[config.mk]
export PLATFORM = sky130hd
export DESIGN_NAME = hazard_ctrl
export DESIGN_NICKNAME = d
export VERILOG_FILES = /design/src/rtl/hazard_pkg.sv /design/src/rtl/hazard_ctrl_sat_counter.sv /design/src/rtl/hazard_ctrl.sv
export SDC_FILE = /design/constraint.sdc
export NUM_CORES = 1
export LEC_CHECK = 0
export ABC_AREA = 1
export CELL_PAD_IN_SITES_DETAIL_PLACEMENT = 2
export CELL_PAD_IN_SITES_GLOBAL_PLACEMENT = 2
export CORE_MARGIN = 8
export CORE_UTILIZATION = 25
export DETAILED_ROUTE_END_ITERATION = 10
export GPL_TIMING_DRIVEN = 0
export HOLD_SLACK_MARGIN = 0.12
export MAX_ROUTING_LAYER = met4
export PLACE_DENSITY = 0.74
export SLEW_MARGIN = 15
export SYNTH_ARGS = -nofsm -noshare
export SYNTH_HDL_FRONTEND = slang
export SYNTH_SLANG_ARGS = --single-unit
[constraint.sdc]
create_clock -name clock -period 1.8 [get_ports clock]
set_clock_uncertainty 0.05 [all_clocks]
set_input_delay 0.18 -clock clock [delete_from_list [all_inputs] [get_ports clock]]
set_output_delay 0.18 -clock clock [all_outputs]
set_load 0.02 [all_outputs]
[src/rtl/hazard_pkg.sv]
// Shared definitions for the pipeline hazard controller.
package hazard_pkg;

    // Controller states; RUN is the reset state.
    typedef enum logic [1:0] {
        RUN      = 2'd0,
        LU_STALL = 2'd1,
        MEM_WAIT = 2'd2,
        ERROR    = 2'd3
    } hazard_state_e;

    // Instruction word loaded into IF/ID when it is flushed.
    localparam logic [31:0] NOP_IR = 32'b0;

    // Width of the consecutive memory-wait counter.
    localparam int WAIT_W = 8;

endpackage

[src/rtl/hazard_ctrl_sat_counter.sv]
// Saturating up-counter used for the stall and flush statistics.
module sat_counter #(
    parameter int W = 16
) (
    input  logic         clock,
    input  logic         rst_n,
    input  logic         inc,
    output logic [W-1:0] count
);

    logic [W-1:0] count_q;
    logic [W-1:0] count_d;

    // Next count: step on inc, hold once all-ones is reached.
    always_comb begin
        count_d = count_q;
        if (inc && (count_q != {W{1'b1}})) begin
            count_d = count_q + {{(W-1){1'b0}}, 1'b1};
        end
    end

    // Count register, cleared by reset.
    always_ff @(posedge clock or negedge rst_n) begin
        if (!rst_n) begin
            count_q <= '0;
        end else begin
            count_q <= count_d;
        end
    end

    assign count = count_q;

endmodule

[src/rtl/hazard_ctrl.sv]
// Pipeline hazard and sequencing controller: load-use bubble, redirect
// flush, data-memory freeze with timeout, plus statistics counters.
//
// Handshake note: dmem_ready is sampled only while mem_access is high; a
// cycle with mem_access=1 and dmem_ready=0 freezes every pipeline register,
// and the access completes in the first cycle where both are high.
module hazard_ctrl
    import hazard_pkg::*;
#(
    parameter int CNT_W       = 16,
    parameter int MEM_TIMEOUT = 15
) (
    input  logic             clock,
    input  logic             rst_n,
    input  logic [4:0]       id_rs,
    input  logic [4:0]       id_rt,
    input  logic             id_uses_rt,
    input  logic             ex_mem_read,
    input  logic [4:0]       ex_rd,
    input  logic             ex_redirect,
    input  logic             mem_access,
    input  logic             dmem_ready,
    output logic             pc_en,
    output logic             ifid_en,
    output logic             idex_en,
    output logic             exmem_en,
    output logic             memwb_en,
    output logic             ifid_flush,
    output logic             idex_flush,
    output logic [CNT_W-1:0] stall_cnt,
    output logic [CNT_W-1:0] flush_cnt,
    output logic             err,
    output logic [1:0]       dbg_state
);

    logic [1:0]        state_q, state_d;
    logic [WAIT_W-1:0] wait_q, wait_d;
    logic              err_q, err_d;

    logic              freeze;
    logic              lu;
    logic [WAIT_W:0]   wait_inc;
    logic              pc_en_c, ifid_en_c, idex_en_c, exmem_en_c, memwb_en_c;
    logic              ifid_flush_c, idex_flush_c;
    logic              stall_inc, flush_inc;

    assign freeze   = mem_access & ~dmem_ready;
    assign lu       = ex_mem_read & (ex_rd != 5'd0) &
                      ((ex_rd == id_rs) | (id_uses_rt & (ex_rd == id_rt)));
    assign wait_inc = {1'b0, wait_q} + {{WAIT_W{1'b0}}, 1'b1};

    // Priority resolution: ERROR > freeze > redirect > load-use > normal.
    always_comb begin
        state_d      = state_q;
        wait_d       = wait_q;
        pc_en_c      = 1'b1;
        ifid_en_c    = 1'b1;
        idex_en_c    = 1'b1;
        exmem_en_c   = 1'b1;
        memwb_en_c   = 1'b1;
        ifid_flush_c = 1'b0;
        idex_flush_c = 1'b0;
        stall_inc    = 1'b0;
        flush_inc    = 1'b0;
        if (state_q == ERROR) begin
            {pc_en_c, ifid_en_c, idex_en_c, exmem_en_c, memwb_en_c} = 5'b0;
            state_d = ERROR;
        end else if (freeze) begin
            {pc_en_c, ifid_en_c, idex_en_c, exmem_en_c, memwb_en_c} = 5'b0;
            if (state_q != MEM_WAIT) begin
                state_d = MEM_WAIT;
                wait_d  = {{(WAIT_W-1){1'b0}}, 1'b1};
            end else if (wait_inc > (WAIT_W+1)'(MEM_TIMEOUT)) begin
                state_d = ERROR;
                wait_d  = '0;
            end else begin
                wait_d  = wait_inc[WAIT_W-1:0];
            end
        end else begin
            wait_d = '0;
            if (ex_redirect) begin
                // Squashes IF/ID and ID/EX; any load-use on the ID instruction is moot.
                ifid_flush_c = 1'b1;
                idex_flush_c = 1'b1;
                flush_inc    = 1'b1;
                state_d      = RUN;
            end else if (lu && (state_q != LU_STALL)) begin
                // Hold PC and IF/ID, inject one bubble into ID/EX.
                pc_en_c      = 1'b0;
                ifid_en_c    = 1'b0;
                idex_flush_c = 1'b1;
                stall_inc    = 1'b1;
                state_d      = LU_STALL;
            end else begin
                state_d = RUN;
            end
        end
        err_d = err_q | (state_d == ERROR);
    end

    // State, wait counter and sticky error registers.
    always_ff @(posedge clock or negedge rst_n) begin
        if (!rst_n) begin
            state_q <= RUN;
            wait_q  <= '0;
            err_q   <= 1'b0;
        end else begin
            state_q <= state_d;
            wait_q  <= wait_d;
            err_q   <= err_d;
        end
    end

    // Outputs are forced low during reset; a flush only acts with its enable.
    assign pc_en      = rst_n & pc_en_c;
    assign ifid_en    = rst_n & ifid_en_c;
    assign idex_en    = rst_n & idex_en_c;
    assign exmem_en   = rst_n & exmem_en_c;
    assign memwb_en   = rst_n & memwb_en_c;
    assign ifid_flush = ifid_en & ifid_flush_c;
    assign idex_flush = idex_en & idex_flush_c;
    assign err        = err_q;
    assign dbg_state  = state_q;

    sat_counter #(.W(CNT_W)) u_stall_cnt (
        .clock (clock),
        .rst_n (rst_n),
        .inc   (stall_inc),
        .count (stall_cnt)
    );

    sat_counter #(.W(CNT_W)) u_flush_cnt (
        .clock (clock),
        .rst_n (rst_n),
        .inc   (flush_inc),
        .count (flush_cnt)
    );

endmodule

=== Word level (Yosys, flattened, before mapping) ===
Index checks and enable logic that the tools add are counted.

* Input port bits: 22
* Register bits after elaboration: 43

* Bitwise gates (word level): 11
* Equal/unequal tests: 8
* Reduce and logical (&&, ||, !) cells: 4
* $add $sub $neg: 3
* Mux-type cells: 25
* Order comparisons: 1

{| class="wikitable"
|+ Operators with widths
! kind !! count
|-
| adder 16 x 1 -> 16 bit (second input constant) || 2
|-
| inequality test 16 bit (second input constant) || 2
|-
| two-way mux 8 bit || 3
|-
| two-way mux 1 bit || 18
|-
| == test 5 bit || 2
|-
| adder 8 x 1 -> 9 bit (second input constant) || 1
|-
| greater-than comparator 9 x 4 -> 1 bit (second input constant) || 1
|-
| AND 1 bit || 8
|-
| two-way mux 2 bit || 4
|-
| nonzero test 5 bit || 1
|-
| == test 2 bit (second input constant) || 2
|-
| logical AND 1 bit || 3
|-
| inequality test 2 x 1 -> 1 bit (second input constant) || 1
|-
| inequality test 2 bit (second input constant) || 1
|-
| OR 1 bit || 2
|-
| NOT 1 bit || 1
|}

=== Logic depth before layout (Yosys ltp) ===
Gate-level depths: netlist of the first run.

* Depth in word-level cells: 11
* Mapped depth: 12
* Gate-level depth less buffers: 11

=== Modules after synthesis ===
Synthesis of the first run repeated with hierarchy kept, for this count alone.

* Cells, all modules: 422
* Area total of the unflattened synthesis: 2932.8 um^2

{| class="wikitable"
|+ By module, submodules not included
! module !! times used !! area an instance (um^2) !! sequential area each (um^2) !! cells each
|-
| sat_counter || 2 || 1058.5 || 400.4 || 149
|-
| hazard_ctrl || 1 || 815.8 || 275.3 || 124
|}

=== Least setup slack after synthesis of the first run ===
Ideal clock, no wire load.

* Path kind: reg2reg
* Start point: reg u_stall_cnt.count_q[0] (netlist: u_stall_cnt.count[0])
* End point: reg u_stall_cnt.count_q[6] (netlist: u_stall_cnt.count[6])
* Path buffers: 1
* Arrival time: 1629 ps
* Path slack: 3 ps
* Clock period less this slack: 1797 ps
* Stages on the path, launching flop included: 10
* Path through: dfrtp_1 > ha_1 > nand2_1 > nor2_4 > nand2_2 > nor3_2 > nand2_2 > buf_2 > nand3_1 > nand2_1

* Word-level cells in the longest chain between the ends: 2
* Elaborated cells on any way between the ends: 3
* Those cells by class: add/sub: 1; eq/ne: 1; reduce/logical: 1

{| class="wikitable"
|+ RTL lines
! item !! RTL line !! source
|-
| start, declared || hazard_ctrl_sat_counter.sv:11 || <nowiki>logic [W-1:0] count_q;</nowiki>
|-
| start signal, assigned || hazard_ctrl_sat_counter.sv:27 || <nowiki>count_q <= count_d;</nowiki>
|-
| branches (longest 2 deep; another with adder 16 x 1 -> 16 bit) || -- ||
|}

Parallel ways; which one is timed is not known.
A chain may end at the register's enable or synchronous reset.

=== Final worst setup path of the first run ===
* Start point: reg wait_q[0]
* End point: reg wait_q[1]

* Word-level cells in the longest chain between the ends: 5

{| class="wikitable"
|+ RTL lines
! item !! RTL line !! source
|-
| start, declared || hazard_ctrl.sv:37 || <nowiki>logic [WAIT_W-1:0] wait_q, wait_d;</nowiki>
|-
| start signal, assigned || hazard_ctrl.sv:109 || <nowiki>wait_q <= wait_d;</nowiki>
|-
| adder 8 x 1 -> 9 bit * || hazard_ctrl.sv:50 || <nowiki>assign wait_inc = {1'b0, wait_q} + {{WAIT_W{1'b0}}, 1'b1};</nowiki>
|-
| greater-than comparator 9 x 4 -> 1 bit || hazard_ctrl.sv:73 || <nowiki>end else if (wait_inc > (WAIT_W+1)'(MEM_TIMEOUT)) begin</nowiki>
|-
| two-way mux 8 bit * || hazard_ctrl.sv:73 ||
|-
| two-way mux 8 bit * || hazard_ctrl.sv:70 || <nowiki>if (state_q != MEM_WAIT) begin</nowiki>
|-
| two-way mux 8 bit * || hazard_ctrl.sv:68 || <nowiki>end else if (freeze) begin</nowiki>
|}

Mark *: on every way between the ends. The rest lies on a longest branch, timed or not.

==> results by group, run 1 <==
Status
  – Run status: complete, but fails checks
  – Failing checks: negative setup slack

Routing
  – Antenna Nets Post-Route: 0
  – Vias: ~2700
  – Post-DR wirelength/cell: approximately 16 um
  – Drt initial violations: 56
  – Final wirelength: around 9400 um
  – DRC violation count after routing: 0
  – Via density: approximately 4.5
  – First-pass iteration count of the detailed router: 4

GRT
  – Total grt overflow: 0
  – Initial antenna violation count: 0
  – Overall Global Routing Usage: between 10% and 20%
  – Largest net degree at the start of global routing: 27
  – First-pass GRT wire length: ~15000 um
  – Vias in the first global route: 2968

Timing
  – Worst Setup Slack, final: -0.00661 ns
  – Final Hold Viols: 0
  – Fmax: about 550 MHz
  – Final setup violation count: 1
  – TNS Setup: -0.00661 ns
  – Period utilisation layout: 100%
  – Relative slew slack: 44.8%
  – Max Slew Vio Count: 0
  – RSZ-0062 raised after global routing: yes
  – Tmin final: 1.81 ns
  – Slew @ Worst Pin: 0.828 ns

Logic synthesis
  – Area leader, netlist: dfrtp_1
  – Synthesized cell area: 0.00269 mm2
  – Synth unique cells: 33
  – Syn Area/Cell: 7.53 um2
  – Net Count, Synth: 383
  – Ys flop type: dfrtp_1
  – FF+latch count, synth: 43
  – Post-synth EDFFs: 0
  – Share of synthesized registers carrying an async set or reset: 100%
  – Synth top area share: 40.0%
  – Post-Synthesis Cells: ~360
  – YS warnings: 0
  – Top post-synthesis cells by area: dfrtp_1 (40%), nand2_1 (14%), xor2_1 (8.5%)
  – Seq/Total Area, Yosys: roughly 40%

Worst setup path
  – CP Buf/Inv Count: 3
  – Crit-path cells: buf_4 -> ha_4 -> nand2_4 -> inv_1 -> nand2_1 -> nand2_2 -> nand3_2 -> nor2_4 -> nand3_4 -> buf_12 -> o31ai_4
  – Worst EP required: 1.96 ns
  – CP startpoint kind: register
  – CP max stage delay: around 0.38 ns
  – Crit path arrival time: 1.97 ns
  – Max FO, Critical Path: 6
  – Kind of critical path: reg -> reg
  – Critical path's top delay family: simple AND/OR/NAND/NOR gates
  – Highest-delay cell along the critical path: dfrtp_2
  – FF-to-FF setup slack: -0.007 ns
  – Setup crit end kind: register

Clocking
  – CTS clk-pin slew, worst paths: 0.08 ns
  – Root buffer cell: clkbuf_8
  – CTS tree: done
  – Clock latency on the worst-skew pair: approximately 0.30 ns
  – CTS Buf Count: 5
  – Clk buf depth: 2
  – H-tree depth: 2
  – Clock sinks: 43

Layout
  – Layout cell share with drive strength beyond 1: 23.7%
  – Layout area overhead: 51.5%
  – Nets: 480
  – Diode count: 0

Power
  – Cell Int Power: 1.30 mW
  – Comb power frac: 7.6%
  – Peak supply drop: 0.236 mV
  – Switching Power: about 0.4 mW
  – Power Density: 417 mW/mm2
  – LEAKAGE: 2.06 nW
  – Register share of total power: a little under three fifths
  – Tot Pwr: 1.70 mW
  – Switch share: 23.5%
  – Clock network power share: between 30% and 40%

Floorplan
  – Row count: 38
  – Die area: 0.0143 mm2
  – Die Width: roughly 120 um
  – Initial Util: 25.2%
  – Die height: 120 um
  – Area of the core: about 0.011 mm2
  – Boundary Pins: 64

Placement
  – Routability cong.: ~0.77
  – Pre-CTS setup slack: -0.642 ns
  – DPL Wire Length: 6870 um
  – PortBufs: 63

Min path
  – Hold Path Class: in -> reg

Job
  – MaxCap Viol Count: 0
[layout make-up]
class,count,area (um2)
Clock buffer,7,76.3
Sequential cell,43,1090
Clock inverter,1,5.00
Buffer,7,63.8
Multi-Input combinational cell,257,1600
Timing Repair Buffer,90,877
Inverter,50,193
Tap cell,140,175
Fill cell,1231,6580
[state kept, by name, indices dropped and copies added, names as in the netlist]
name               count
dbg_state              2
u_stall_cnt.count     16
wait_q                 8
u_flush_cnt.count     16
err                    1
[worst min-delay path, delay by kind of cell]
family	cells	cell delay [ns]
AND/OR/NAND/NOR	2	0.19
buffers and inverters	2	0.17
[worst paths after layout]
check,startpoint,to,depth (start not counted)
hold reg to reg,err,err,2
min in group asynchronous,rst_n,u_stall_cnt.count[5],4
hold / removal,mem_access,dbg_state[1],4
setup reg to reg,wait_q[0],wait_q[1],11
max in group asynchronous,rst_n,u_stall_cnt.count[7],3
setup / recovery,wait_q[0],wait_q[1],11
[metal layers]
| layer | vias to the layer above | routed length, um | GRT usage, % |
|---|---|---|---|
| li1 | 1308 | - | - |
| met1 | 1340 | 4060 | 15.5 |
| met2 | 29 | 5050 | 23.2 |
| met3 | 15 | 186 | 2.02 |
| met4 | 0 | 146 | 3.51 |
| met5 | - | 0 | - |
[cells in the mapped netlist, types with 3 or more instances]
library cell and count:
nand4_1 4, xnor2_1 9, nor2_1 33, xor2_1 26
o21ai_1 3, inv_2 6, nand3_1 42, nand2_2 5
nand2_1 98, inv_1 44, dfrtp_1 43, ha_1 4
o21ai_0 3, nor3_1 10, buf_4 5
[power by group through the flow]
| stage | Clock [mW] | Combinational [mW] | Sequential, mW |
|---|---|---|---|
| final | 0.605 | 0.129 | 0.965 |
| after global routing | 0.677 | 0.144 | 0.965 |
| after CTS | 0.652 | 0.132 | 0.965 |
| after detailed placement | 0 | 0.119 | 0.984 |
| after global placement | 0 | 0.111 | 0.984 |
| after floorplan | 0 | 0.0323 | 0.985 |
[cells by family after synthesis]
kind of cell,after synthesis,synth area share (%)
XOR/XNOR,35,11.4
adder cells (fa/ha/maj),4,1.86
flip-flops,43,40.0
AO/OA/AOI/OAI,12,2.65
AND/OR/NAND/NOR,206,35.1
buffers and inverters,57,8.98
[stage by stage]
step / std cells / cell area [um2] / util, % / hold slack [ns]
3_3_place_gp: 560 / 3490 / 32.8 / 0.404
5_1_grt: 595 / 4070 / 38.2 / 0.263
4_1_cts: 582 / 3730 / 35.0 / 0.408
2_1_floorplan: 357 / 2690 / - / -0.166
3_5_place_dp: 561 / 3510 / 33.0 / 0.110
6_report: 595 / 4070 / 38.2 / 0.245
[layout by cell type (no fill, tap or decap), types with 7 or more instances in the layout]
cell type / count
nand2_1: 88
inv_1: 41
clkdlybuf4s50_1: 40
nand3_1: 35
dfrtp_1: 35
nor2_1: 29
xor2_1: 26
buf_4: 25
nand2_2: 11
dlymetal6s2s_1: 10
nor3_1: 9
xnor2_1: 8
dfrtp_2: 8
inv_2: 7
[timing repair]
action                     4_1_cts  5_1_grt
hold buffers                     3        0
pin swaps                        7       26
resized for setup               47       63
setup endpoints to repair       25       50
hold endpoints to repair        17        0
buffers inserted                10       13
(Power assumes the default switching activity.)
==> run 2, diff against run 1 <==
--- a/config.mk
+++ b/config.mk
@@ -14,7 +14,7 @@
 export GPL_TIMING_DRIVEN = 0
 export HOLD_SLACK_MARGIN = 0.12
 export MAX_ROUTING_LAYER = met4
-export PLACE_DENSITY = 0.74
+export PLACE_DENSITY_LB_ADDON = 0.1
 export SLEW_MARGIN = 15
 export SYNTH_ARGS = -nofsm -noshare
 export SYNTH_HDL_FRONTEND = slang
==> results by group, run 2 (synthesis gave the netlist of run 1 again) <==
Status
  – Run status: complete, no violations

GRT
  – Total grt overflow: 0
  – Overall Global Routing Usage: 12.7%
  – First-pass GRT wire length: 14700 um
  – Largest net degree at the start of global routing: 30
  – Initial antenna violation count: 0
  – Vias in the first global route: 2953

Placement
  – DPL Wire Length: around 6700 um
  – Placed Area: 0.00351 mm2
  – PortBufs: 63
  – Placed cells: between 500 and 600
  – Routability cong.: between 0.7 and 0.8

Worst setup path
  – Max FO, Critical Path: 4
  – CP startpoint kind: input port
  – Worst EP required: between 1.5 and 2 ns
  – FF-to-FF setup slack: 0.05 ns
  – CP Launch Point: mem_access
  – CP endpoint: pc_en
  – Reg2reg start: wait_q[0]
  – Kind of critical path: in -> out
  – Reg-to-Reg End: wait_q[0]
  – Crit path arrival time: 1.53 ns
  – Reg2Reg Depth: 9
  – Setup crit end kind: primary output

Clocking
  – Root buffer cell: clkbuf_8
  – Clk buf depth: 2
  – CTS clk-pin slew, worst paths: 0.09 ns
  – Clock sinks: 43
  – H-tree depth: 2
  – Clock latency on the worst-skew pair: approximately 0.30 ns
  – CTS tree: done
  – CTS Buf Count: 5

Floorplan
  – Row count: 38
  – Initial Util: 25.2%
  – Die Width: 120 um
  – Die area: 0.0143 mm2
  – Boundary Pins: 64
  – Die height: 120 um
  – Area of the core: 0.0107 mm2

Power
  – Comb power frac: about 6.0%
  – Clock network power share: 45.4%
  – Switching Power: roughly 0.41 mW
  – Power Density: 510 mW/mm2
  – Register share of total power: 48.6%
  – Peak supply drop: 0.231 mV
  – Cell Int Power: 1.58 mW
  – LEAKAGE: 1.92 nW
  – Switch share: approximately a fifth

Routing
  – Antenna Nets Post-Route: 0
  – Post-DR wirelength/cell: 14.7 um
  – Via density: 4.46
  – Drt initial violations: 51
  – First-pass iteration count of the detailed router: 4
  – Final wirelength: 8580 um
  – Vias: 2610
  – DRC violation count after routing: 0

Layout
  – Nets: 470
  – Commonest non-fill, non-tap cell in the layout: nand2_1
  – Most frequent cells in the layout: nand2_1 (93), clkdlybuf4s50_1 (47), inv_1 (41), nand3_1 (39), dfrtp_1 (38)
  – Layout Cells excl Fill: 585
  – Layout area overhead: 44.8%
  – Layout cell share with drive strength beyond 1: 19.1%
  – Diode count: 0
  – Cell area after layout: 0.00389 mm2
  – Util after Layout: 36.6%
  – Fill count: 1240

Timing
  – Max Slew Vio Count: 0
  – Fmax: 567 MHz
  – Final setup violation count: 0
  – TNS Setup: 0 ns
  – Fin Hold WS: 0.383 ns
  – RSZ-0062 raised after global routing: yes
  – Tmin final: 1.76 ns
  – Relative slew slack: approximately half
  – Final Hold Viols: 0
  – Slew @ Worst Pin: 0.760 ns
  – Period utilisation layout: 98.0%

Min path
  – Hold Path Class: in -> async

Job
  – MaxCap Viol Count: 0
## run 2: worst min-delay path by stage
stage / start / end / slack [ns] / cells past startpoint
floorplan: rst_n / dbg_state[0] / -0.17 / 0
global placement: err / err / 0.40 / 2
detailed placement: rst_n / err / 0.11 / 1
CTS: rst_n / wait_q[2] / 0.39 / 3
global route: rst_n / wait_q[2] / 0.42 / 3
finish: rst_n / wait_q[2] / 0.38 / 3
## run 2: area by class of cell
type / instances / area (um2) / share of cell area, %
inverters: 50 / 188 / 4.82
clock inverters: 2 / 60.1 / 1.54
clock buffers: 6 / 72.6 / 1.86
repair buffers: 81 / 762 / 19.6
well taps: 140 / 175 / 4.50
plain buffers: 6 / 52.6 / 1.35
flip-flops and latches: 43 / 1080 / 27.8
multi-input cells: 257 / 1500 / 38.6
## run 2: critical path, cell delays in order
cell             delay [ns]
clkdlybuf4s50_1        0.45
inv_1                  0.04
or2_4                  0.25
nand2_4                0.09
inv_1                  0.05
nand2_2                0.08
inv_2                  0.06
nand2_2                0.06
inv_2                  0.04
buf_4                  0.12
buf_6                  0.12
## run 2: through the flow
step | worst slack (ns) | power (mW)
detailed placement | -0.591 | 1.10
global route | -0.0663 | 2.08
global placement | -2.12 | 1.10
finish | 0.0357 | 1.99
CTS | -0.0134 | 2.03
floorplan | 0.00295 | 1.02
## run 2: timing repair
item                                    4_1_cts  5_1_grt
pin swaps                                     8       10
buffers inserted                              7        8
resized for setup                            49       27
endpoints found under the setup margin       31       52
hold endpoints to repair                     14        0
hold buffers                                  2        0
## run 2: power by group through the flow
stage / Combinational [mW] / Sequential, mW / Clock [mW]
final: 0.120 / 0.965 / 0.901
after global routing: 0.135 / 0.965 / 0.976
after CTS: 0.124 / 0.965 / 0.945
after detailed placement: 0.119 / 0.984 / 0
after global placement: 0.112 / 0.984 / 0
after floorplan: 0.0323 / 0.985 / 0
## run 2: per-layer routing
metal	track usage [%]	up-vias	share of wire, %
li1	-	1282	-
met1	15.9	1282	49
met2	21.0	42	48
met3	2.11	4	2.5
met4	2.58	0	0.59
met5	-	-	0
